<file path="config.mk">
export PLATFORM = sky130hd
export DESIGN_NAME = bus_arbiter
export DESIGN_NICKNAME = d
export VERILOG_FILES = /design/src/rtl/bus_pkg.sv /design/src/rtl/bus_arbiter_rr_pick.sv /design/src/rtl/bus_arbiter.sv
export SDC_FILE = /design/constraint.sdc
export NUM_CORES = 1
export LEC_CHECK = 0
export ABC_AREA = 1
export ABC_CLOCK_PERIOD_IN_PS = 7200
export BUFFER_PORTS_ARGS = -buffer_cell sky130_fd_sc_hd__buf_2
export CAP_MARGIN = 10
export CORE_MARGIN = 2
export CORE_UTILIZATION = 45
export DETAILED_ROUTE_END_ITERATION = 10
export PLACE_DENSITY = 0.74
export SLEW_MARGIN = 10
export SYNTH_ARGS = -nofsm -noshare
export SYNTH_HDL_FRONTEND = slang
export SYNTH_SLANG_ARGS = --single-unit
</file>
<file path="constraint.sdc">
create_clock -name clk -period 7.2 [get_ports clk]
set_input_delay 0 -clock clk [delete_from_list [all_inputs] [get_ports clk]]
set_output_delay 0 -clock clk [all_outputs]
set_load 0.01 [all_outputs]
</file>
<file path="src/rtl/bus_pkg.sv">
// Shared definitions for the round-robin bus arbiter.
// Optional build macro: BUS_TURNAROUND_EN (inserts a dead cycle between bus owners).
package bus_pkg;

  localparam int unsigned BusNReq = 4;
  localparam int unsigned BusIdW  = 2;

  typedef enum logic [1:0] {
    IDLE  = 2'd0,
    GRANT = 2'd1,
    TURN  = 2'd2
  } arb_state_e;

  // Next index around a ring of n entries.
  function automatic int unsigned wrap_inc(input int unsigned idx, input int unsigned n);
    return (idx + 1 >= n) ? 0 : idx + 1;
  endfunction

endpackage

</file>
<file path="src/rtl/bus_arbiter_rr_pick.sv">
// Combinational round-robin search: first candidate at or after ptr_i, wrapping around,
// ignoring requesters flagged in excl_i.
module rr_pick #(
  parameter int unsigned N_REQ = bus_pkg::BusNReq,
  parameter int unsigned ID_W  = bus_pkg::BusIdW
) (
  input  logic [N_REQ-1:0] req_i,
  input  logic [ID_W-1:0]  ptr_i,
  input  logic [N_REQ-1:0] excl_i,
  output logic [N_REQ-1:0] pick_o,
  output logic [ID_W-1:0]  idx_o,
  output logic             found_o
);

  logic [N_REQ-1:0] cand;
  assign cand = req_i & ~excl_i;

  always_comb begin
    int unsigned      j;
    logic [N_REQ-1:0] bit_mask;
    j        = 0;
    bit_mask = '0;
    pick_o   = '0;
    idx_o    = '0;
    found_o  = 1'b0;
    for (int unsigned i = 0; i < N_REQ; i++) begin
      j        = (32'(ptr_i) + i) % N_REQ;
      bit_mask = N_REQ'(1) << j;
      if (!found_o && |(cand & bit_mask)) begin
        found_o = 1'b1;
        pick_o  = bit_mask;
        idx_o   = ID_W'(j);
      end
    end
  end

endmodule

</file>
<file path="src/rtl/bus_arbiter.sv">
// Round-robin arbiter producing registered one-hot enables for the tri-state bus banks.
// Optional build macro: BUS_TURNAROUND_EN adds a one-cycle TURN gap between owners.
module bus_arbiter
  import bus_pkg::*;
#(
  parameter int unsigned N_REQ    = BusNReq,
  parameter int unsigned ID_W     = BusIdW,
  parameter int unsigned MAX_HOLD = 16
) (
  input  logic             clk,
  input  logic             rst,
  input  logic [N_REQ-1:0] req,
  output logic [N_REQ-1:0] gnt,
  output logic [ID_W-1:0]  gnt_id,
  output logic             busy,
  output logic             expired
);

  localparam int unsigned HcntW    = (MAX_HOLD > 1) ? $clog2(MAX_HOLD) : 1;
  localparam int unsigned HoldLast = (MAX_HOLD == 0) ? 0 : MAX_HOLD - 1;
  localparam logic [HcntW-1:0] HcntLast = HcntW'(HoldLast);

  arb_state_e       state_q;
  logic [N_REQ-1:0] gnt_q;
  logic [ID_W-1:0]  gnt_id_q;
  logic             busy_q;
  logic             expired_q;
  logic [ID_W-1:0]  ptr_q;
  logic [HcntW-1:0] hcnt_q;

  logic             owner_req;
  logic             at_limit;
  logic             release_grant;
  logic             revoked;
  logic [ID_W-1:0]  next_ptr;
  logic [ID_W-1:0]  pick_ptr;
  logic [N_REQ-1:0] pick_excl;
  logic [N_REQ-1:0] pick_gnt;
  logic [ID_W-1:0]  pick_idx;
  logic             pick_found;

  assign owner_req     = |(req & gnt_q);
  assign at_limit      = (MAX_HOLD != 0) && (hcnt_q == HcntLast);
  assign release_grant = !owner_req || at_limit;
  // Only a grant taken away from a still-requesting owner counts as expiry.
  assign revoked       = owner_req && at_limit;
  assign next_ptr      = ID_W'(wrap_inc(32'(gnt_id_q), N_REQ));

  // While granted, search from the owner's successor with the owner masked off, so a
  // still-requesting expired owner only gets the bus back when nobody else wants it.
  always_comb begin
    pick_ptr  = ptr_q;
    pick_excl = '0;
    if (state_q == GRANT) begin
      pick_ptr  = next_ptr;
      pick_excl = gnt_q;
    end
  end

  rr_pick #(
    .N_REQ (N_REQ),
    .ID_W  (ID_W)
  ) u_rr_pick (
    .req_i   (req),
    .ptr_i   (pick_ptr),
    .excl_i  (pick_excl),
    .pick_o  (pick_gnt),
    .idx_o   (pick_idx),
    .found_o (pick_found)
  );

  always_ff @(posedge clk) begin
    if (rst) begin
      state_q   <= IDLE;
      gnt_q     <= '0;
      gnt_id_q  <= '0;
      busy_q    <= 1'b0;
      expired_q <= 1'b0;
      ptr_q     <= '0;
      hcnt_q    <= '0;
    end else begin
      expired_q <= 1'b0;
      case (state_q)
        IDLE, TURN: begin
          hcnt_q <= '0;
          if (pick_found) begin
            state_q  <= GRANT;
            gnt_q    <= pick_gnt;
            gnt_id_q <= pick_idx;
            busy_q   <= 1'b1;
          end else begin
            state_q <= IDLE;
            gnt_q   <= '0;
            busy_q  <= 1'b0;
          end
        end
        GRANT: begin
          if (!release_grant) begin
            hcnt_q <= hcnt_q + 1'b1;
          end else begin
            ptr_q     <= next_ptr;
            expired_q <= revoked;
            hcnt_q    <= '0;
`ifdef BUS_TURNAROUND_EN
            gnt_q   <= '0;
            busy_q  <= 1'b0;
            state_q <= (pick_found || revoked) ? TURN : IDLE;
`else
            if (pick_found) begin
              gnt_q    <= pick_gnt;
              gnt_id_q <= pick_idx;
            end else if (!revoked) begin
              state_q <= IDLE;
              gnt_q   <= '0;
              busy_q  <= 1'b0;
            end
`endif
          end
        end
        default: begin
          state_q <= IDLE;
          gnt_q   <= '0;
          busy_q  <= 1'b0;
        end
      endcase
    end
  end

  assign gnt     = gnt_q;
  assign gnt_id  = gnt_id_q;
  assign busy    = busy_q;
  assign expired = expired_q;

endmodule

</file>
Yosys cells after proc, flatten, opt, wreduce, memory -nomap -nowiden
Index checks and enable logic that the tools add are counted.
{ "word_totals": {"reg_bits": 16, "inputBits": 6, "output_inout_bits": 8, "word_cells": 90} }
{ "classes": {"addsub": 5, "order_cmp": 1, "eq_ne": 7, "n_shift": 4, "n_mux": 35, "bitwise": 9, "reduce_logical": 22} }
{ "op_table": {"columns": ["op", "n"], "rows": [
  ["4-bit 2-to-1 mux", 10],
  ["4-bit bitwise AND", 6],
  ["2-bit 2-to-1 mux", 11],
  ["4-bit OR reduction", 5],
  ["4-bit case mux with 2 select lines", 2],
  ["1-bit by 2-bit << shifter with 4-bit output (first input constant)", 4],
  ["1-bit 2-to-1 mux", 9],
  ["2-bit case mux with 2 select lines", 2],
  ["2-bit != test (second input constant)", 3],
  ["2-bit AND reduction", 3],
  ["2-bit adder (second input constant)", 2],
  ["4-bit by 1-bit adder with 4-bit output (second input constant)", 1],
  ["4-bit equality test (second input constant)", 1],
  ["1-bit logical AND", 4],
  ["1-bit logical NOT", 4],
  ["4-bit NOT", 1],
  ["2-bit by 1-bit adder with 3-bit output (second input constant)", 1],
  ["3-bit greater-or-equal comparator (second input constant)", 1],
  ["3-bit != test (second input constant)", 1],
  ["3-bit AND reduction", 1],
  ["3-bit OR reduction", 1],
  ["2-bit by 1-bit adder with 2-bit output (second input constant)", 1],
  ["2-bit by 1-bit equality test with 1-bit output (second input constant)", 1],
  ["2-bit equality test (second input constant)", 1],
  ["6 further kinds", 7]
]} }

Longest topological paths before layout
Gate-level depths: netlist (run 1).
{ "logic_depth": {"ltp_word": 20, "ltp_mapped": 16, "ltp_nobuf": 15} }

Modules after synthesis
A second synthesis (run 1) with hierarchy kept.
{ "hier_totals": {"cells_unflattened": 202, "hier_area_um2": 1305.0} }
{ "by_module_without_submodules": {"columns": ["module", "n_inst", "cells_per_inst", "area_each_um2", "seq_area_each_um2"], "rows": [
  ["bus_arbiter", 1, 102, 733.2, 280.3],
  ["rr_pick", 1, 100, 571.8, 0.0]
]} }

Worst setup path after synthesis (run 1)
OpenSTA, ideal clock, no wires.
{ "synth_path": {"path_kind": "reg2reg", "from": "register gnt_id_q[0] (netlist: gnt_id[0])", "to": "register gnt_q[2] (netlist: gnt[2])", "setup_time_ns": 0.116, "arrival_time_ns": 2.256, "required_time_ns": 7.084, "setup_slack_ns": 4.828, "path_stages_with_launch": 17, "path_buffers": 2, "synth_period_minus_slack_ns": 2.372, "cell_sequence": "dfxtp_1 ha_1 or2_2 o21a_1 inv_1 ha_1 buf_2 nand3_1 nand2_1 nor2_4 clkbuf_8 nand3_1 nand2_1 nor2_1 nand2_1 nand2_1 a21oi_1"} }
{ "synth_between": {"elab_chain_cells": 20, "elab_cells_between_ends": 39, "cone_classes": "add/sub (4); order compare (1); eq/ne (1); shift (4); mux (14); bitwise (4); reduce/logical (11)"} }
{ "synth_rtl": {"columns": ["element", "line_no", "text"], "rows": [
  ["from (decl)", "bus_arbiter.sv:25", "logic [ID_W-1:0] gnt_id_q;"],
  ["from (signal assigned)", "bus_arbiter.sv:89", "gnt_id_q <= pick_idx;"],
  ["from (signal assigned)", "bus_arbiter.sv:111", "gnt_id_q <= pick_idx;"],
  ["2-bit by 1-bit adder with 3-bit output *", "bus_pkg.sv:16", "return (idx + 1 >= n) ? 0 : idx + 1;"],
  ["3-bit greater-or-equal comparator", "bus_pkg.sv:16", null],
  ["2-bit 2-to-1 mux *", "bus_pkg.sv:16", null],
  ["net next_ptr[1]", "bus_arbiter.sv:35", "logic [ID_W-1:0] next_ptr;"],
  ["2-bit 2-to-1 mux *", "bus_arbiter.sv:54", "if (state_q == GRANT) begin"],
  ["branches (longest 16 deep; another with 2-bit by 1-bit adder with 2-bit output)", null, null],
  ["to (signal assigned)", "bus_arbiter.sv:88", "gnt_q <= pick_gnt;"],
  ["to (signal assigned)", "bus_arbiter.sv:110", "gnt_q <= pick_gnt;"],
  ["to (decl)", "bus_arbiter.sv:24", "logic [N_REQ-1:0] gnt_q;"]
]} }
Mark *: on every way through the listed nets, which the timed path passes. The select of a mux whose other input is x is not followed.
A chain may end at the register's enable or synchronous reset.

Worst setup path after layout (run 1)
Ends and elaborated chain as after synthesis.

==> flow_metrics.py, run 1 <==
metrics = {
    "finish": {
        "final_cells": 229,
        "syn2layout_area_growth_pct": 10.7,
        "nets": 214,
        "diodes": 0,
        "drive_above_1_share_pct": 15.6,
        "final_common_cell": "nand2_1",
        "layout_common_cells": "55 x nand2_1, 35 x nand3_1, 23 x inv_1, 15 x nor2_1, 14 x dfxtp_1",
    },
    "timing": {
        "relSlewSlack_pct": 74.6,
        "grt_setup_unrepaired": "no",
        "period_minus_slack_ns": 2.70,
        "final_max_slew_viol_count": 0,
        "finalSetupTns_ns": 0,
        "post-route-period-util_pct": 37.6,
        "clock_skew_ns": 0.00407,
        "worstMarginPinSlew_ns": 0.380,
        "setup_violations": 0,
        "max_freq_mhz": 370,
        "hold_violations": 0,
    },
    "min_path": {
        "hold_path_class": "input pin to flip-flop",
        "hold_path_startpoint": "req[1]",
    },
    "worst_setup_path": {
        "crit_fanout": 14,
        "cp.arrival_ns": 2.89,
        "criticalPathCategory": "flip-flop to flip-flop",
        "cp.required_ns": 7.38,
        "critPathLaunchType": "flip-flop",
        "crit_path_end_kind": "flip-flop",
        "r2r_start": "gnt_id[0]",
        "crit_start": "gnt_id[0]",
    },
    "route": {
        "ant_nets": 0,
        "vias": 1181,
        "drt_wl_total_mm": 2.68,
        "firstDrtPassIters": 4,
        "drtIter0Drc": 40,
        "drt-vias-per-instance": 5.16,
        "drc": 0,
        "wl_per_cell_um": 11.7,
    },
    "synthesis": {
        "ys_ff_latch": 14,
        "seq_area_frac_synth_pct": 24.0,
        "synth_cells": 184,
        "synthXorXnorAreaFrac_pct": 1.50,
        "synth_compound_area_share_pct": 6.32,
        "synth_fa_ha_area_share_pct": 8.57,
        "ys_warn_count": 0,
        "synth_top_family_by_area": "simple AND/OR/NAND/NOR gates",
        "ys_types": 25,
        "synth_mux_area_share_pct": 0,
        "synthSimpleGateAreaFrac_pct": 50.2,
        "syn_avg_cell_area_um2": 6.35,
        "syn-cell-area_um2": 1170,
        "synth_nets": 198,
    },
    "floorplanning": {
        "io_pins": 14,
        "core_um2": 2480,
        "fp-row-count": 18,
        "start_util_pct": 47.2,
        "chipWidth_um": 55.0,
        "die_h_um": 55.0,
        "dieArea_um2": 3020,
    },
    "global_route": {
        "grt_max_degree": 15,
        "grt_pass1_vias": 950,
        "grt_antenna_before_repair": 0,
        "track_usage_pct": 20.1,
        "grt_pass1_wl_mm": 4.41,
        "grt_overflow": 0,
    },
    "cts": {
        "clockBufferDepth": 2,
        "htreeDepth": 1,
        "clock_sinks": 14,
        "cts_tree": "yes",
        "clk_pin_slew_ns": 0.09,
        "cts_buffers": 3,
        "root_buffer": "clkbuf_4",
        "clock_latency_ns": 0.28,
    },
    "outcome": {
        "status": "completed",
    },
    "place": {
        "numPortBuffers": 13,
        "hpwl_mm": 2.02,
        "placed_cells": 224,
        "place_congestion": 0.908,
    },
    "run": {
        "drv_cap": 0,
    },
}
-- sequential cells by signal (all words and copies together), names as in the netlist --
name     cells
busy         1
expired      1
gnt          4
gnt_id       2
hcnt_q       4
ptr_q        2
-- per-layer routing --
metal	GRT usage (%)	part of all wire, %	routed length (µm)	vias to the layer above
li1	-	-	-	618
met1	29.4	50	1350	535
met2	30.8	44	1180	26
met3	4.84	5.4	145	2
met4	2.44	0.15	4	0
met5	0	0	0	-
-- stage by stage --
step / hold WS [ns] / area (µm²) / setup WS, ns / utilization, %
final: 0.299 / 1290 / 4.50 / 52.2
after global routing: 0.361 / 1290 / 4.24 / 52.2
after CTS: 0.284 / 1290 / 4.49 / 52.2
after detailed placement: 0.215 / 1250 / 4.52 / 50.4
after global placement: 0.215 / 1250 / 4.53 / 50.4
after floorplan: 0.0691 / 1170 / 4.83 / -
-- worst max-delay path, stage by stage, from the launching register on --
cell and delay (ns):
dfxtp_1 0.40, ha_1 0.27, or2_2 0.29, o21a_1 0.17, ha_1 0.33, nand3_1 0.13, nand2_1 0.11, nor2_4 0.30
nand4_1 0.20, nand2_2 0.20, nand2_4 0.08, nand2_1 0.08, a21oi_1 0.05
-- kinds of logic after synthesis --
| group | Yosys count |
|---|---|
| buf+inv | 26 |
| xor+xnor | 2 |
| flops | 14 |
| fa+ha+maj | 8 |
| simple gates | 121 |
| compound gates | 13 |
-- final timing paths --
path / slack [ns] / to / depth (start not counted)
max: 4.50 / gnt[2] / 12
max reg2reg: 4.50 / gnt[2] / 12
min reg2reg: 0.46 / hcnt_q[0] / 1
min: 0.30 / busy / 7
-- timing repair --
action / CTS / global route
hold buffers: 1 / 0
gates resized for setup: 0 / 0
hold endpoints to repair: 3 / 0
setup buffers: 0 / 0
-- Yosys cell counts --
library cell,number,area share [%]
nand2_1,55,18
nand3_1,35,15
inv_1,23,7.4
nor2_1,15,4.8
dfxtp_1,14,24
ha_1,8,8.6
a21oi_1,7,3.0
nand2_2,5,2.7
o21ai_0,3,1.3
nor2_2,2,1.1
nor2_4,2,1.9
o21a_1,2,1.3
a22o_1,1,0.75
buf_2,1,0.43
clkbuf_2,1,0.43
clkbuf_8,1,1.2
nand2_4,1,0.96
nand3_2,1,0.86
nand3b_1,1,0.64
nand4_1,1,0.54
nand4_4,1,1.8
nor2_8,1,1.7
or2_2,1,0.54
xnor2_1,1,0.75
xor2_1,1,0.75
-- layout make-up --
type	count	area (µm²)
inverters	23	86.3
fillers	249	1180
clock buffers	4	36.3
multi-input cells	144	778
repair buffers	14	75.1
well taps	30	37.5
flip-flops and latches	14	280
Power of run 1 is left out: the tool's default activity adds up to more than one toggle a clock period on the data nets, which glitch-free logic cannot reach.
==> run 2, diff against run 1 <==
--- a/config.mk
+++ b/config.mk
@@ -5,14 +5,14 @@
 export SDC_FILE = /design/constraint.sdc
 export NUM_CORES = 1
 export LEC_CHECK = 0
-export ABC_AREA = 1
-export ABC_CLOCK_PERIOD_IN_PS = 7200
+export ABC_AREA = 0
+export ABC_CLOCK_PERIOD_IN_PS = 2400
 export BUFFER_PORTS_ARGS = -buffer_cell sky130_fd_sc_hd__buf_2
 export CAP_MARGIN = 10
 export CORE_MARGIN = 2
 export CORE_UTILIZATION = 45
 export DETAILED_ROUTE_END_ITERATION = 10
-export PLACE_DENSITY = 0.74
+export PLACE_DENSITY = 0.77
 export SLEW_MARGIN = 10
 export SYNTH_ARGS = -nofsm -noshare
 export SYNTH_HDL_FRONTEND = slang
==> constraint.sdc (replaced) <==
create_clock -name clk -period 2.4 [get_ports clk]
set_input_delay 0 -clock clk [delete_from_list [all_inputs] [get_ports clk]]
set_output_delay 0 -clock clk [all_outputs]
set_load 0.01 [all_outputs]
==> run 2 against run 1 <==
Against the previous run:
- the flow now finishes with violations (negative setup slack)
- design area is 19% higher
- maximum frequency is 10% higher
- final cell count is 17% lower
- flip-flop and latch count stayed put
- count of clock-buffer cells in the layout stayed put
- first-iteration DRC count is 33% lower
- core utilization is 10 points higher
- worst setup slack worse by 4.5 ns
- sequential share of layout area is 2.8 points lower
- register-to-register slack worse by 4.5 ns
- global-route usage is 2.5 points higher
- critical endpoint unchanged
- largest cell class unchanged
==> flow_metrics.py, run 2 <==
metrics = {
    "outcome": {
        "status": "finished, violations left",
        "violations": "negative setup slack",
    },
    "finish": {
        "diodes": 0,
        "drive_above_1_share_pct": 43.4,
        "nets": 174,
        "final_cells": 189,
        "stdcell_area_um2": 1540,
        "syn2layout_area_growth_pct": 33.7,
        "layout_common_cells": "20 x buf_4, 15 x nand2_1, 13 x buf_2, 11 x dfxtp_1",
        "final_common_cell": "buf_4",
        "final_util_pct": 62.5,
    },
    "timing": {
        "setup_violations": 1,
        "period_minus_slack_ns": 2.45,
        "max_freq_mhz": 408,
        "final_max_slew_viol_count": 0,
        "relSlewSlack_pct": 68.1,
        "hold_violations": 0,
        "post-route-period-util_pct": 102,
        "worstMarginPinSlew_ns": 0.477,
        "timing.hold.ws_ns": 0.0322,
        "grt_setup_unrepaired": "yes",
        "worst_slack_ns": -0.0481,
        "clock_skew_ns": 0.0142,
    },
    "floorplanning": {
        "chipWidth_um": 54.5,
        "start_util_pct": 46.8,
        "dieArea_um2": 2970,
        "die_h_um": 54.5,
        "io_pins": 14,
        "fp-row-count": 18,
        "core_um2": 2450,
    },
    "synthesis": {
        "ys_types": 43,
        "synth.top_cell.area_share_pct": 24.4,
        "synth_compound_area_share_pct": 31.9,
        "synth_top_family_by_area": "compound AO/OA/AOI/OAI gates",
        "syn-cell-area_um2": 1150,
        "async_flop_share_pct": 0,
        "synth_fa_ha_area_share_pct": 8.71,
        "synthSimpleGateAreaFrac_pct": 24.1,
        "synth_cells": 127,
        "seq_area_frac_synth_pct": 24.4,
        "syn_avg_cell_area_um2": 9.04,
        "ys_ff_latch": 14,
        "synth_area_leader_cell": "dfxtp_1",
        "ys_warn_count": 0,
        "synth_mux_area_share_pct": 3.49,
        "synthXorXnorAreaFrac_pct": 1.53,
        "synth_common_cells": "15 x nand2_1, 14 x dfxtp_1, 8 x a21oi_1, 8 x ha_1, 8 x o211ai_1",
        "synth_nets": 141,
        "synth_ff_type": "dfxtp_1",
        "synth_edf_count": 0,
        "synth_area_leaders": "dfxtp_1 24%, ha_1 8.7%, o211ai_1 5.2%",
        "yosysMostFrequentCell": "nand2_1",
    },
    "route": {
        "drtIter0Drc": 27,
        "drt-vias-per-instance": 5.94,
        "wl_per_cell_um": 16.3,
        "vias": 1123,
        "ant_nets": 0,
        "drc": 0,
        "firstDrtPassIters": 4,
        "drt_wl_total_mm": 3.09,
    },
    "worst_setup_path": {
        "criticalPathCategory": "flip-flop to flip-flop",
        "cp.arrival_ns": 2.68,
        "critical-path-top-delay-family": "simple AND/OR/NAND/NOR gates",
        "cpPeakStageDelay_ns": 0.37,
        "cp.required_ns": 2.64,
        "crit_slowest_cell": "dfxtp_4",
        "path_cells": "ha_4, mux2i_4, inv_4, ha_4, a22oi_2, nand2_2, nor4_4, o21ai_2, or3b_1, o211ai_1",
        "crit_path_end_kind": "flip-flop",
        "cp.buffers_inverters": 1,
        "path_common_cell": "ha_4",
        "crit_fanout": 5,
        "critPathLaunchType": "flip-flop",
    },
    "pwr": {
        "p_clk_share_pct": 7.5,
        "p_seq_share_pct": 14.4,
        "swShare_pct": 47.8,
        "internal-power_mw": 1.31,
        "power-per-cell-area_nw_per_um2": 1630,
        "p_leak_nw": 0.612,
        "netSwitchingPower_mw": 1.20,
        "combPwrFrac_pct": 78.0,
        "vdd_drop_max_uv": 944,
    },
    "global_route": {
        "grt_busiest_layer": "met2",
        "use_met2_pct": 38.4,
        "grt_pass1_wl_mm": 4.86,
        "met3_usage_pct": 3.83,
        "grt_antenna_before_repair": 0,
        "grt_max_degree": 17,
        "grtUsageMet1_pct": 28.0,
        "grt_overflow": 0,
        "track_usage_pct": 22.7,
        "grt_pass1_vias": 1108,
    },
    "place": {
        "placed_cells": 177,
        "place_congestion": 0.890,
        "numPortBuffers": 13,
        "postPlaceCellArea_um2": 1360,
        "hpwl_mm": 2.15,
    },
    "cts": {
        "clockBufferDepth": 2,
        "cts_tree": "yes",
        "htreeDepth": 1,
        "postCtsHoldBufs": 0,
        "clock_latency_ns": 0.31,
        "clock_sinks": 14,
        "cts_buffers": 3,
        "clk_pin_slew_ns": 0.11,
        "root_buffer": "clkbuf_4",
    },
    "min_path": {
        "hold_path_class": "input pin to flip-flop",
    },
    "run": {
        "drv_cap": 0,
    },
}
==> run 2: cell count changes in the layout (fill, tap and decap cells not counted), moves of 5 or more <==
cell	previous run	this run
nor2_1	15	5
inv_1	23	1
nand2_1	55	15
nand3_1	35	5
o211ai_1	0	8
buf_4	0	20
a22oi_2	0	5
ha_1	8	2
nand2b_1	0	5
==> run 2: kinds of logic (layout without fill, tap and decap cells) <==
group                      count (synthesis)  count (layout)
and+or+nand+nor                           47              47
AOI/OAI and AO/OA                         42              42
DFF                                       14              14
buffers and inverters                     10              42
adders and majority gates                  8               8
muxes                                      4               4
xor gates and xnor gates                   2               2
==> run 2: layer usage <==
layer	up-vias	routed length, µm
met5	-	0
met4	0	51
met3	7	155
met2	36	1530
met1	533	1360
li1	547	-
==> run 2: worst paths after layout <==
path | cells past startpoint | startpoint | slack, ns | to
worst max register to register | 10 | gnt_id[0] | -0.05 | gnt[2]
worst min register to register | 1 | hcnt_q[0] | 0.47 | hcnt_q[0]
worst min-delay path | 2 | rst | 0.03 | busy
worst max-delay path | 10 | gnt_id[0] | -0.05 | gnt[2]
==> run 2: area by class of cell <==
cell class / count / area, µm²
Multi-Input combinational cell: 103 / 912
Inverter: 3 / 13.8
Timing Repair Buffer: 35 / 246
Sequential cell: 14 / 289
Fill cell: 210 / 920
Clock buffer: 4 / 36.3
Tap cell: 30 / 37.5
==> run 2: power by group through the flow <==
stage / combinational (mW) / sequential [mW] / clock [mW]
floorplan: 1.18 / 0.369 / 0
global placement: 1.57 / 0.362 / 0
detailed placement: 1.60 / 0.367 / 0
CTS: 1.68 / 0.362 / 0.189
global route: 2.11 / 0.370 / 0.194
finish: 1.96 / 0.361 / 0.189
==> run 2: per-stage QoR <==
stage | power [mW] | setup TNS [ns] | setup WS (ns)
after global routing | 2.67 | -0.479 | -0.141
after CTS | 2.23 | 0 | 0.0185
final | 2.51 | -0.0481 | -0.0481
after floorplan | 1.55 | 0 | 0.00516
after detailed placement | 1.97 | -0.00859 | -0.00859
after global placement | 1.94 | 0 | 0.0429
==> run 2: repair_timing <==
item	in CTS	in global routing
resized for setup	4	12
pin swaps	6	10
setup endpoints to repair	2	7
buffers inserted	2	6
Note: power is estimated with default switching activity, not from simulation.
==> run 3, diff against run 2 <==
--- a/config.mk
+++ b/config.mk
@@ -8,11 +8,13 @@
 export ABC_AREA = 0
 export ABC_CLOCK_PERIOD_IN_PS = 2400
 export BUFFER_PORTS_ARGS = -buffer_cell sky130_fd_sc_hd__buf_2
-export CAP_MARGIN = 10
+export CAP_MARGIN = 30
 export CORE_MARGIN = 2
 export CORE_UTILIZATION = 45
 export DETAILED_ROUTE_END_ITERATION = 10
+export HOLD_SLACK_MARGIN = 0.05
 export PLACE_DENSITY = 0.77
+export SETUP_SLACK_MARGIN = 0.3
 export SLEW_MARGIN = 10
 export SYNTH_ARGS = -nofsm -noshare
 export SYNTH_HDL_FRONTEND = slang
==> run 3 against run 2 <==
Against the previous run:
- the run now ends clean
- register-to-register slack improved by 0.09 ns
- sequential power hardly changed
- global-route usage is 2.0 points higher
- worst hold slack better by 0.034 ns
- non-clock buffer count grew 7
- via count grew 3.7%
- count of clock-buffer cells in the layout unchanged
- die area stayed put
- clock power fell by 25%
- critical path depth stayed put
- critical path type unchanged
==> flow_metrics.py, run 3 (synthesized netlist as in run 2, its figures left out) <==
metrics = {
    "place": {
        "hpwl_mm": 2.17,
        "numPortBuffers": 13,
        "post-place-ws_ns": -0.0785,
        "place_congestion": 0.824,
        "placed_cells": 173,
    },
    "route": {
        "firstDrtPassIters": 4,
        "drt_wl_total_mm": 3.28,
        "wl_per_cell_um": 16.7,
        "drt-vias-per-instance": 5.94,
        "drc": 0,
        "drtIter0Drc": 22,
        "ant_nets": 0,
        "vias": 1164,
    },
    "min_path": {
        "holdPathStages": 2,
        "hold_path_class": "input pin to flip-flop",
        "hold_path_startpoint": "rst",
    },
    "finish": {
        "final_common_cell": "buf_4",
        "final_cells": 196,
        "fill_cells": 198,
        "nets": 181,
        "drive_above_1_share_pct": 50.0,
        "syn2layout_area_growth_pct": 40.0,
        "layout_common_cells": "27 x buf_4, 13 x nand2_1, 13 x buf_2, 11 x dfxtp_1, 8 x o211ai_1",
        "diodes": 0,
        "final_util_pct": 65.5,
    },
    "outcome": {
        "status": "completed",
    },
    "worst_setup_path": {
        "crit_path_end_kind": "flip-flop",
        "cp.arrival_ns": 2.53,
        "crit_start": "gnt_id[1]",
        "criticalPathCategory": "flip-flop to flip-flop",
        "cp.required_ns": 2.57,
        "critPathLaunchType": "flip-flop",
        "r2r_start": "gnt_id[1]",
        "r2r_cells": 10,
        "crit_fanout": 6,
    },
    "timing": {
        "grt_setup_unrepaired": "yes",
        "hold_violations": 0,
        "clock_skew_ns": 0.000412,
        "worstMarginPinSlew_ns": 0.303,
        "finalSetupTns_ns": 0,
        "worst_slack_ns": 0.0382,
        "max_freq_mhz": 423,
        "final_max_slew_viol_count": 0,
        "post-route-period-util_pct": 98.4,
        "setup_violations": 0,
        "timing.hold.ws_ns": 0.0658,
        "relSlewSlack_pct": 79.7,
        "period_minus_slack_ns": 2.36,
    },
    "cts": {
        "root_buffer": "clkbuf_4",
        "clock_latency_ns": 0.28,
        "postCtsHoldBufs": 0,
        "cts_tree": "yes",
        "htreeDepth": 1,
        "cts_buffers": 3,
        "clockBufferDepth": 2,
        "clock_sinks": 14,
        "clk_pin_slew_ns": 0.08,
    },
    "global_route": {
        "grt_max_degree": 17,
        "grt_pass1_vias": 1173,
        "grt_pass1_wl_mm": 5.31,
        "track_usage_pct": 24.7,
        "grt_antenna_before_repair": 0,
        "grt_overflow": 0,
    },
    "floorplanning": {
        "io_pins": 14,
        "die_h_um": 54.5,
        "dieArea_um2": 2970,
        "fp-row-count": 18,
        "start_util_pct": 46.8,
        "chipWidth_um": 54.5,
        "core_um2": 2450,
    },
    "pwr": {
        "vdd_drop_max_uv": 1060,
        "power-per-cell-area_nw_per_um2": 1630,
        "p_leak_nw": 0.658,
    },
    "run": {
        "drv_cap": 0,
    },
}
-- run 3: final timing paths --
check / slack [ns] / to
worst max-delay path: 0.04 / gnt[1]
worst min-delay path: 0.07 / gnt_id[0]
worst max register to register: 0.04 / gnt[1]
worst min register to register: 0.47 / hcnt_q[0]
-- run 3: per-stage QoR --
step	power [mW]	cell area (µm²)
6_report	2.62	1610
5_1_grt	2.81	1610
3_5_place_dp	1.92	1330
2_1_floorplan	1.59	1220
4_1_cts	2.45	1550
3_3_place_gp	1.85	1330
-- run 3: power by group --
| group | total (mW) | switching, mW | internal (mW) |
|---|---|---|---|
| clock | 0.142 | 0.0775 | 0.0645 |
| sequential | 0.364 | 0.0687 | 0.296 |
| combinational | 2.12 | 1.09 | 1.03 |
| total | 2.62 | 1.23 | 1.39 |
-- run 3: layout make-up --
type,count,area (µm²),area share (%)
tap,30,37.5,2.33
inverter,3,13.8,0.856
timing repair buffer,42,290,18.1
clock buffer,4,26.3,1.63
sequential,14,289,18.0
multi-input combinational,103,951,59.1
-- run 3: what timing repair did --
item / CTS / global route
setup buffers: 16 / 3
pin swaps: 15 / 2
hold endpoints to repair: 0 / 0
gates resized for setup: 16 / 7
setup endpoints to repair: 7 / 7
-- run 3: routing by layer --
layer,track usage (%),part of all wire [%],vias up
li1,-,-,560
met1,29.3,41,562
met2,46.2,53,38
met3,6.01,4.9,4
met4,2.08,1.1,0
met5,0,0,-
-- run 3: critical path, cell delays in order, from the launching register on --
cell and delay (ns):
dfxtp_2 0.34, ha_4 0.25, mux2i_4 0.21, inv_4 0.09, ha_2 0.22, a22oi_2 0.22, nand2_4 0.13, buf_4 0.17
a2111o_1 0.38, o211ai_1 0.13, o22ai_1 0.11
